<file path="config.mk">
export PLATFORM = sky130hd
export DESIGN_NAME = param_loader
export DESIGN_NICKNAME = d
export VERILOG_FILES = /design/src/rtl/param_loader.sv
export SDC_FILE = /design/constraint.sdc
export NUM_CORES = 1
export LEC_CHECK = 0
export CAP_MARGIN = 20
export CORE_AREA = 2 2 74 69
export DETAILED_ROUTE_END_ITERATION = 8
export DIE_AREA = 0 0 76 71
export PLACE_DENSITY_LB_ADDON = 0.08
export SLEW_MARGIN = 20
export SYNTH_ARGS = -nofsm -noshare
export SYNTH_HDL_FRONTEND = slang
export SYNTH_SLANG_ARGS = --single-unit
</file>
<file path="constraint.sdc">
create_clock -name clk -period 2.4 [get_ports clk]
set_clock_uncertainty 0.1 [all_clocks]
set_input_delay 0.48 -clock clk [delete_from_list [all_inputs] [get_ports clk]]
set_output_delay 0.48 -clock clk [all_outputs]
set_load 0.03 [all_outputs]
</file>
<file path="src/rtl/param_loader.sv">
// Streams host words into weight/bias write strobes; optional trailing checksum under PARAM_LOADER_CHECKSUM_EN.
// Write latency 1 cycle; in_ready is registered from state only, stalls on in_valid=0 hold all counters.
module param_loader #(
  parameter int N_NEURONS = 8,
  parameter int N_INPUTS  = 4,
  parameter int K_WORDS   = 4
) (
  input  logic        clk,
  input  logic        rst_n,
  input  logic        start,
  input  logic        abort,
  input  logic        in_valid,
  input  logic [15:0] in_data,
  output logic        in_ready,
  output logic        w_we,
  output logic [6:0]  w_addr,
  output logic        b_we,
  output logic [4:0]  b_addr,
  output logic [15:0] wr_data,
  output logic        busy,
  output logic        done,
  output logic        err
);

  typedef enum logic [2:0] {
    S_IDLE   = 3'd0,
    S_LOAD_W = 3'd1,
    S_LOAD_B = 3'd2,
`ifdef PARAM_LOADER_CHECKSUM_EN
    S_CHK    = 3'd3,
`endif
    S_DONE   = 3'd4
  } state_t;

  localparam logic [2:0] N_LAST = 3'(N_NEURONS - 1);
  localparam logic [1:0] I_LAST = 2'(N_INPUTS - 1);
  localparam logic [1:0] K_LAST = 2'(K_WORDS - 1);

  state_t      state_q, state_d;
  logic [2:0]  n_q, n_d;
  logic [1:0]  i_q, i_d;
  logic [1:0]  k_q, k_d;
  logic        in_ready_q, in_ready_d;
  logic        w_we_q, w_we_d;
  logic        b_we_q, b_we_d;
  logic [6:0]  w_addr_q, w_addr_d;
  logic [4:0]  b_addr_q, b_addr_d;
  logic [15:0] wr_data_q, wr_data_d;
  logic        busy_q, busy_d;
  logic        done_q, done_d;
`ifdef PARAM_LOADER_CHECKSUM_EN
  logic [15:0] sum_q, sum_d;
  logic        err_q, err_d;
`endif

  logic beat;
  logic last_n, last_i, last_k;

  always_comb begin
    beat   = in_valid & in_ready_q;
    last_n = (n_q == N_LAST);
    last_i = (i_q == I_LAST);
    last_k = (k_q == K_LAST);

    state_d   = state_q;
    n_d       = n_q;
    i_d       = i_q;
    k_d       = k_q;
    w_we_d    = 1'b0;
    b_we_d    = 1'b0;
    w_addr_d  = w_addr_q;
    b_addr_d  = b_addr_q;
    wr_data_d = wr_data_q;
`ifdef PARAM_LOADER_CHECKSUM_EN
    sum_d     = sum_q;
    err_d     = err_q;
`endif

    // abort wins over start and over a beat accepted in the same cycle
    if (abort) begin
      state_d = S_IDLE;
    end else begin
      case (state_q)
        S_IDLE: begin
          if (start) begin
            state_d = S_LOAD_W;
            n_d     = 3'd0;
            i_d     = 2'd0;
            k_d     = 2'd0;
`ifdef PARAM_LOADER_CHECKSUM_EN
            sum_d   = 16'd0;
            err_d   = 1'b0;
`endif
          end
        end
        S_LOAD_W: begin
          if (beat) begin
            w_we_d    = 1'b1;
            w_addr_d  = {n_q, i_q, k_q};
            wr_data_d = in_data;
`ifdef PARAM_LOADER_CHECKSUM_EN
            sum_d     = sum_q + in_data;
`endif
            if (!last_k) begin
              k_d = k_q + 2'd1;
            end else begin
              k_d = 2'd0;
              if (!last_i) begin
                i_d = i_q + 2'd1;
              end else begin
                i_d = 2'd0;
                if (!last_n) begin
                  n_d = n_q + 3'd1;
                end else begin
                  n_d     = 3'd0;
                  state_d = S_LOAD_B;
                end
              end
            end
          end
        end
        S_LOAD_B: begin
          if (beat) begin
            b_we_d    = 1'b1;
            b_addr_d  = {n_q, k_q};
            wr_data_d = in_data;
`ifdef PARAM_LOADER_CHECKSUM_EN
            sum_d     = sum_q + in_data;
`endif
            if (!last_k) begin
              k_d = k_q + 2'd1;
            end else begin
              k_d = 2'd0;
              if (!last_n) begin
                n_d = n_q + 3'd1;
              end else begin
                n_d = 3'd0;
`ifdef PARAM_LOADER_CHECKSUM_EN
                state_d = S_CHK;
`else
                state_d = S_DONE;
`endif
              end
            end
          end
        end
`ifdef PARAM_LOADER_CHECKSUM_EN
        S_CHK: begin
          if (beat) begin
            err_d   = (in_data != sum_q);
            state_d = S_DONE;
          end
        end
`endif
        S_DONE: begin
          state_d = S_IDLE;
        end
        default: begin
          state_d = S_IDLE;
        end
      endcase
    end

    in_ready_d = (state_d == S_LOAD_W) || (state_d == S_LOAD_B);
`ifdef PARAM_LOADER_CHECKSUM_EN
    if (state_d == S_CHK) begin
      in_ready_d = 1'b1;
    end
`endif
    busy_d = (state_d != S_IDLE);
    done_d = (state_d == S_DONE);
  end

  always_ff @(posedge clk or negedge rst_n) begin
    if (!rst_n) begin
      state_q    <= S_IDLE;
      n_q        <= 3'd0;
      i_q        <= 2'd0;
      k_q        <= 2'd0;
      in_ready_q <= 1'b0;
      w_we_q     <= 1'b0;
      b_we_q     <= 1'b0;
      w_addr_q   <= 7'd0;
      b_addr_q   <= 5'd0;
      wr_data_q  <= 16'd0;
      busy_q     <= 1'b0;
      done_q     <= 1'b0;
`ifdef PARAM_LOADER_CHECKSUM_EN
      sum_q      <= 16'd0;
      err_q      <= 1'b0;
`endif
    end else begin
      state_q    <= state_d;
      n_q        <= n_d;
      i_q        <= i_d;
      k_q        <= k_d;
      in_ready_q <= in_ready_d;
      w_we_q     <= w_we_d;
      b_we_q     <= b_we_d;
      w_addr_q   <= w_addr_d;
      b_addr_q   <= b_addr_d;
      wr_data_q  <= wr_data_d;
      busy_q     <= busy_d;
      done_q     <= done_d;
`ifdef PARAM_LOADER_CHECKSUM_EN
      sum_q      <= sum_d;
      err_q      <= err_d;
`endif
    end
  end

  assign in_ready = in_ready_q;
  assign w_we     = w_we_q;
  assign w_addr   = w_addr_q;
  assign b_we     = b_we_q;
  assign b_addr   = b_addr_q;
  assign wr_data  = wr_data_q;
  assign busy     = busy_q;
  assign done     = done_q;
`ifdef PARAM_LOADER_CHECKSUM_EN
  assign err      = err_q;
`else
  assign err      = 1'b0;
`endif

endmodule

</file>
==> results of run 1 <==
==> registers in the layout (all words and copies together) (netlist names) <==
| register | flops |
|---|---|
| k_q | 2 |
| done | 1 |
| n_q | 3 |
| i_q | 2 |
| busy | 1 |
| w_we | 1 |
| wr_data | 16 |
| w_addr | 7 |
| b_we | 1 |
| in_ready | 1 |
| state_q | 3 |
| b_addr | 5 |
==> logic make-up (layout without fill, tap and decap cells) <==
| group | after synthesis | after routing | synth area share, % |
|---|---|---|---|
| and+or+nand+nor | 45 | 45 | 12.5 |
| DFF | 43 | 43 | 58.0 |
| muxes | 24 | 24 | 14.4 |
| AOI/OAI and AO/OA | 20 | 20 | 7.15 |
| buffers and inverters | 16 | 87 | 5.06 |
| adders and majority gates | 4 | 4 | 2.70 |
| other | 1 | 1 | 0.202 |
==> area by class of cell <==
| cell class | count | area, sq um | share of cell area (%) |
|---|---|---|---|
| Tap cell | 65 | 81.3 | 3.04 |
| Multi-Input combinational cell | 94 | 684 | 25.6 |
| Clock buffer | 6 | 82.6 | 3.08 |
| Timing Repair Buffer | 71 | 676 | 25.2 |
| Clock inverter | 2 | 35.0 | 1.31 |
| Inverter | 8 | 42.5 | 1.59 |
| Sequential cell | 43 | 1080 | 40.2 |
==> placed cells by master, fill, tap and decap left out, types with 2 or more instances in the layout <==
master           count
clkdlybuf4s50_1     52
a31oi_1              3
o21ai_0              6
buf_4               16
o21ai_1              2
nand2b_1             3
or3_1                2
nand3_1              2
nor3b_1              3
nor2_1               5
a211oi_1             2
nand4_1              2
mux2_2              13
mux2i_1              3
clkbuf_8             6
inv_1                7
nand2_1             19
nor3_1               2
ha_1                 4
mux2_1               8
dfrtp_1             43
nor2b_1              2
a21oi_1              3
or2_1                2
==> synthesized netlist by cell type, types with 2 or more instances <==
cell type	instances
inv_1	7
ha_1	4
buf_2	2
o21ai_0	6
clkbuf_1	3
nand2_1	19
a31oi_1	3
buf_6	2
nor2_1	5
or3_1	2
mux2_1	8
a211oi_1	2
nand4_1	2
or2_1	2
nand3_1	2
mux2i_1	3
mux2_2	13
nor3b_1	3
dfrtp_1	43
nor2b_1	2
a21oi_1	3
nor3_1	2
nand2b_1	3
o21ai_1	2
==> power by group <==
group          leakage (nW)  internal [W]  switching (W)  total [W]
logic                 0.598      0.000310       0.000356   0.000666
clock network        0.0612      0.000337       0.000236   0.000572
registers             0.562      0.000851      0.0000695   0.000921
==> timing repair <==
item / 4_1_cts / 5_1_grt
endpoints found under the hold margin: 12 / 0
gates resized for setup: 0 / 0
endpoints found under the setup margin: 0 / 0
hold buffers: 1 / 0
==> metal layers <==
metal | track usage, % | share of wire (%) | vias up
met5 | 0 | 0 | -
met4 | 3.84 | 1.1 | 0
met3 | 5.23 | 6.4 | 6
met2 | 25.9 | 49 | 43
met1 | 17.5 | 43 | 655
li1 | - | - | 661
==> tightest hold or removal path, stage by stage, from the launching register on <==
cell and delay [ns]:
dfrtp_1 0.34, nand2_1 0.05, nand2_1 0.05
==> how the worst min path moves through the flow <==
| stage | startpoint | endpoint | slack [ns] | cells past startpoint |
|---|---|---|---|---|
| 2_1_floorplan | rst_n | b_addr[0] | 0.08 | 0 |
| 6_report | b_addr[0] | b_addr[0] | 0.38 | 2 |
| 4_1_cts | b_addr[0] | b_addr[0] | 0.38 | 2 |
| 3_5_place_dp | rst_n | wr_data[14] | 0.29 | 1 |
| 3_3_place_gp | rst_n | wr_data[14] | 0.28 | 1 |
| 5_1_grt | wr_data[15] | wr_data[15] | 0.40 | 1 |
==> metrics by stage <==
stage | setup WS [ns] | instance area [sq um] | util, % | TNS [ns]
finish | 0.116 | 2680 | 57.5 | 0
global route | 0.0498 | 2680 | 57.5 | 0
CTS | 0.119 | 2680 | 57.5 | 0
detailed placement | -0.198 | 2550 | 54.8 | -1.81
global placement | -0.140 | 2550 | 54.8 | -1.05
floorplan | 0.118 | 1850 | - | 0
==> impl_metrics.ini, run 1 <==
[outcome]
outcome = completed

[detailed_routing]
drc_errors = 0
firstDrtPassIters = 4
ant_nets = 0
vias_per_cell = 4.72
routedWlPerCell_microns = 12.9
dr.first_iter.drc_count = 90
wl_microns = 3730
vias = 1365

[worst_setup_path]
r2r-start = n_q[0]
critPathTopFamily = simple AND/OR/NAND/NOR gates
crit_type = input pin to register
endpoint_kind = register
r2r_setup_slack_ns = 0.25
worst-path-buf-inv = 2
r2r-end = n_q[0]
cp-endpoint = n_q[0]
crit_path_start = abort
worstPathArrival_ns = 2.36
crit_slowest_cell = or3_1
crit_path_start_kind = input pin
cp_max_fo = 3
cpPeakStageDelay_ns = 0.48
path_cells = clkdlybuf4s50_1 -> or2_1 -> or3_1 -> clkinv_8 -> nand3_4 -> a211oi_4 -> mux2_1
crit_required_ns = 2.48
worst-path-stages = 7
r2r_cells = 7

[finish]
antennaDiodeCount = 0
final_cells = 289
nets = 248
area_delta_synth_final_pct = 44.4
fill_cells = 407
drive_gt1_share_pct = 19.2

[clocking]
htree_levels = 2
cts_buffers = 5
tritoncts = done
cts-root-buf = clkbuf_8
cts.sinks = 43
cts_buffer_depth = 2
postCtsSetupBuffers = 0
path_clk_slew_ns = 0.08
clk_latency_ns = 0.29

[logic_synthesis]
yosys_warnings = 0
synth_area_leaders = dfrtp_1 (58%), mux2_2 (7.9%), mux2_1 (4.9%)
synthArstFlopShare_pct = 100
syn-cell-area_sq_um = 1850
yosys.area.top_type = dfrtp_1
synthFlopType = dfrtp_1
ys_seq_elements = 43
synth-edff-count = 0
syn_nets = 178
avgSynthCellArea_sq_um = 12.1
syn_inst = 153
netlist-cell-type-count = 34
synth_top_cell_area_share_pct = 58.0
synth_seq_area_share_pct = 58.0

[die]
die_w_microns = 76
dieArea_sq_um = 5400
core-area_sq_um = 4650
row_count = 24
die_y_microns = 71
pin_count = 55
start_util_pct = 39.8

[timing]
min_period_over_period_pct = 95.2
final_hold_viol_count = 0
period_needed_ns = 2.28
drv_slew = 0
hold_ws_ns = 0.376
fmax_mhz = 438
setup-violations-final = 0
rsz0062_at_grt = false

[grt]
first_global_vias = 1358
gr-usage-all-layers_pct = 14.8
antenna_found_initial = 0
grt_max_degree = 17
grt_pass1_wl_microns = 6350
grt.overflow.total = 0

[placement]
dpl.cell_count = 280
port_buffers = 53
place.gp.congestion = 0.797
dp.final_hpwl_microns = 2920

[pwr]
peakVddDrop_uv = 331
power_leakage_nw = 1.22
power_w = 0.00216
powerDensity_nw_per_um2 = 806

[worst_hold_path]
worstHoldPathType = register to register

[job]
drv_cap = 0
Note: power is estimated with default switching activity, not from simulation.
==> run 2: changes to the inputs <==
CAP_MARGIN = unset   (was 20)
CTS_CLUSTER_DIAMETER = 200   (was unset)
==> results of run 2 <==
The final DEF is identical to that of run 1; final timing and power are the same.
==> run 3: changes to the inputs <==
CTS_BUF_LIST = sky130_fd_sc_hd__clkbuf_16   (was unset)
==> run 3 against run 2 <==
Effect of this change:
- fmax shrank 0.70%
- critical endpoint unchanged
- largest cell class unchanged
- power grew 7.8%
- highest routed layer unchanged
- critical path type unchanged
- final cell count stayed put
==> impl_metrics.ini, run 3 (same netlist as run 1, synthesis figures left out) <==
[detailed_routing]
routedWlPerCell_microns = 12.8
ant_nets = 0
dr.first_iter.drc_count = 81
vias = 1362
firstDrtPassIters = 4
wl_microns = 3690
vias_per_cell = 4.71
drc_errors = 0

[grt]
grt_pass1_wl_microns = 6330
busiest_layer = met2
first_global_vias = 1358
grt.overflow.total = 0
gr-usage-all-layers_pct = 14.8
use_met3_pct = 5.23
antenna_found_initial = 0
grt_max_degree = 17
use_met2_pct = 26.3
gr-usage-met1_pct = 16.9

[pwr]
power_w = 0.00233
peakVddDrop_uv = 360
power_leakage_nw = 1.24
powerDensity_nw_per_um2 = 855

[finish]
fill_cells = 398
final_cell_mix = clkdlybuf4s50_1 (52), dfrtp_1 (43), nand2_1 (19)
area_delta_synth_final_pct = 46.9
final_common_cell = clkdlybuf4s50_1
final_cells = 289
fin_util_pct = 58.5
largest_reg_flops = 16
antennaDiodeCount = 0
drive_gt1_share_pct = 18.8
design_area_sq_um = 2720
nets = 248

[clocking]
cts_buffer_depth = 2
clk_latency_ns = 0.28
path_clk_slew_ns = 0.06
tritoncts = done
cts_buffers = 5
cts-root-buf = clkbuf_16
cts.sinks = 43
cts_resized = 0
htree_levels = 2
postCtsSetupBuffers = 0

[timing]
period_needed_ns = 2.30
setup-violations-final = 0
worst_slack_ns = 0.0998
final_hold_viol_count = 0
rsz0062_at_grt = false
min_period_over_period_pct = 95.8
fmax_mhz = 435
drv_slew = 0

[placement]
place_ws_ns = -0.198
dp.final_hpwl_microns = 2920
port_buffers = 53
dpl.cell_count = 280
post_dp_cell_area_sq_um = 2550
place.gp.congestion = 0.797

[worst_setup_path]
crit_required_ns = 2.46
crit_path_start_kind = input pin
endpoint_kind = register
cp_max_fo = 3
crit_type = input pin to register
worstPathArrival_ns = 2.36

[die]
die_w_microns = 76
die_y_microns = 71
dieArea_sq_um = 5400
start_util_pct = 39.8
row_count = 24
core-area_sq_um = 4650
pin_count = 55

[outcome]
outcome = completed

[job]
drv_cap = 0

[worst_hold_path]
worstHoldPathType = register to register
run 3: cell types whose count changed in the layout (fill, tap and decap cells not counted), sizes merged:
cell,previous run,this run
clkbuf,6,5
clkinv,2,3
run 3: per-stage QoR:
step                TNS [ns]  hold WS (ns)
floorplan                  0        0.0844
global placement       -1.05         0.282
detailed placement     -1.81         0.286
CTS                        0         0.377
global route               0         0.396
finish                     0         0.371
run 3: where the power goes:
group          total (W)  switching (W)  leakage (nW)  internal, W
Sequential      0.000922      0.0000696         0.562     0.000853
Clock           0.000740       0.000256        0.0812     0.000485
Combinational   0.000666       0.000356         0.598     0.000310
Total            0.00233       0.000681          1.24      0.00165
run 3: layout make-up:
class | count | area, sq um | share of cell area (%)
multi-input combinational | 94 | 684 | 25.1
timing repair buffer | 71 | 676 | 24.8
clock inverter | 3 | 38.8 | 1.42
clock buffer | 5 | 125 | 4.59
sequential | 43 | 1080 | 39.5
tap | 65 | 81.3 | 2.99
inverter | 8 | 42.5 | 1.56
run 3: repair_timing:
action	CTS	global route
setup endpoints to repair	0	0
hold buffers	1	0
endpoints found under the hold margin	12	0
run 3: critical path: stages:
cell             delay, ns
clkdlybuf4s50_1       0.42
or2_1                 0.23
or3_1                 0.48
clkinv_8              0.08
nand3_4               0.08
a211oi_4              0.25
mux2_1                0.34
run 3: layer usage:
layer | share of wire, % | vias to the layer above
met5 | 0 | -
met4 | 0.19 | 0
met3 | 6.0 | 2
met2 | 51 | 44
met1 | 43 | 656
li1 | - | 660
run 3: worst paths after layout:
path,startpoint,endpoint,slack (ns),cells past startpoint
max in group asynchronous,rst_n,w_addr[0],1.17,3
min in group asynchronous,rst_n,wr_data[14],0.51,2
worst max-delay path,abort,n_q[0],0.1,7
worst min-delay path,b_addr[0],b_addr[0],0.37,2
worst max register to register,n_q[0],n_q[0],0.25,7
worst min register to register,b_addr[0],b_addr[0],0.37,2
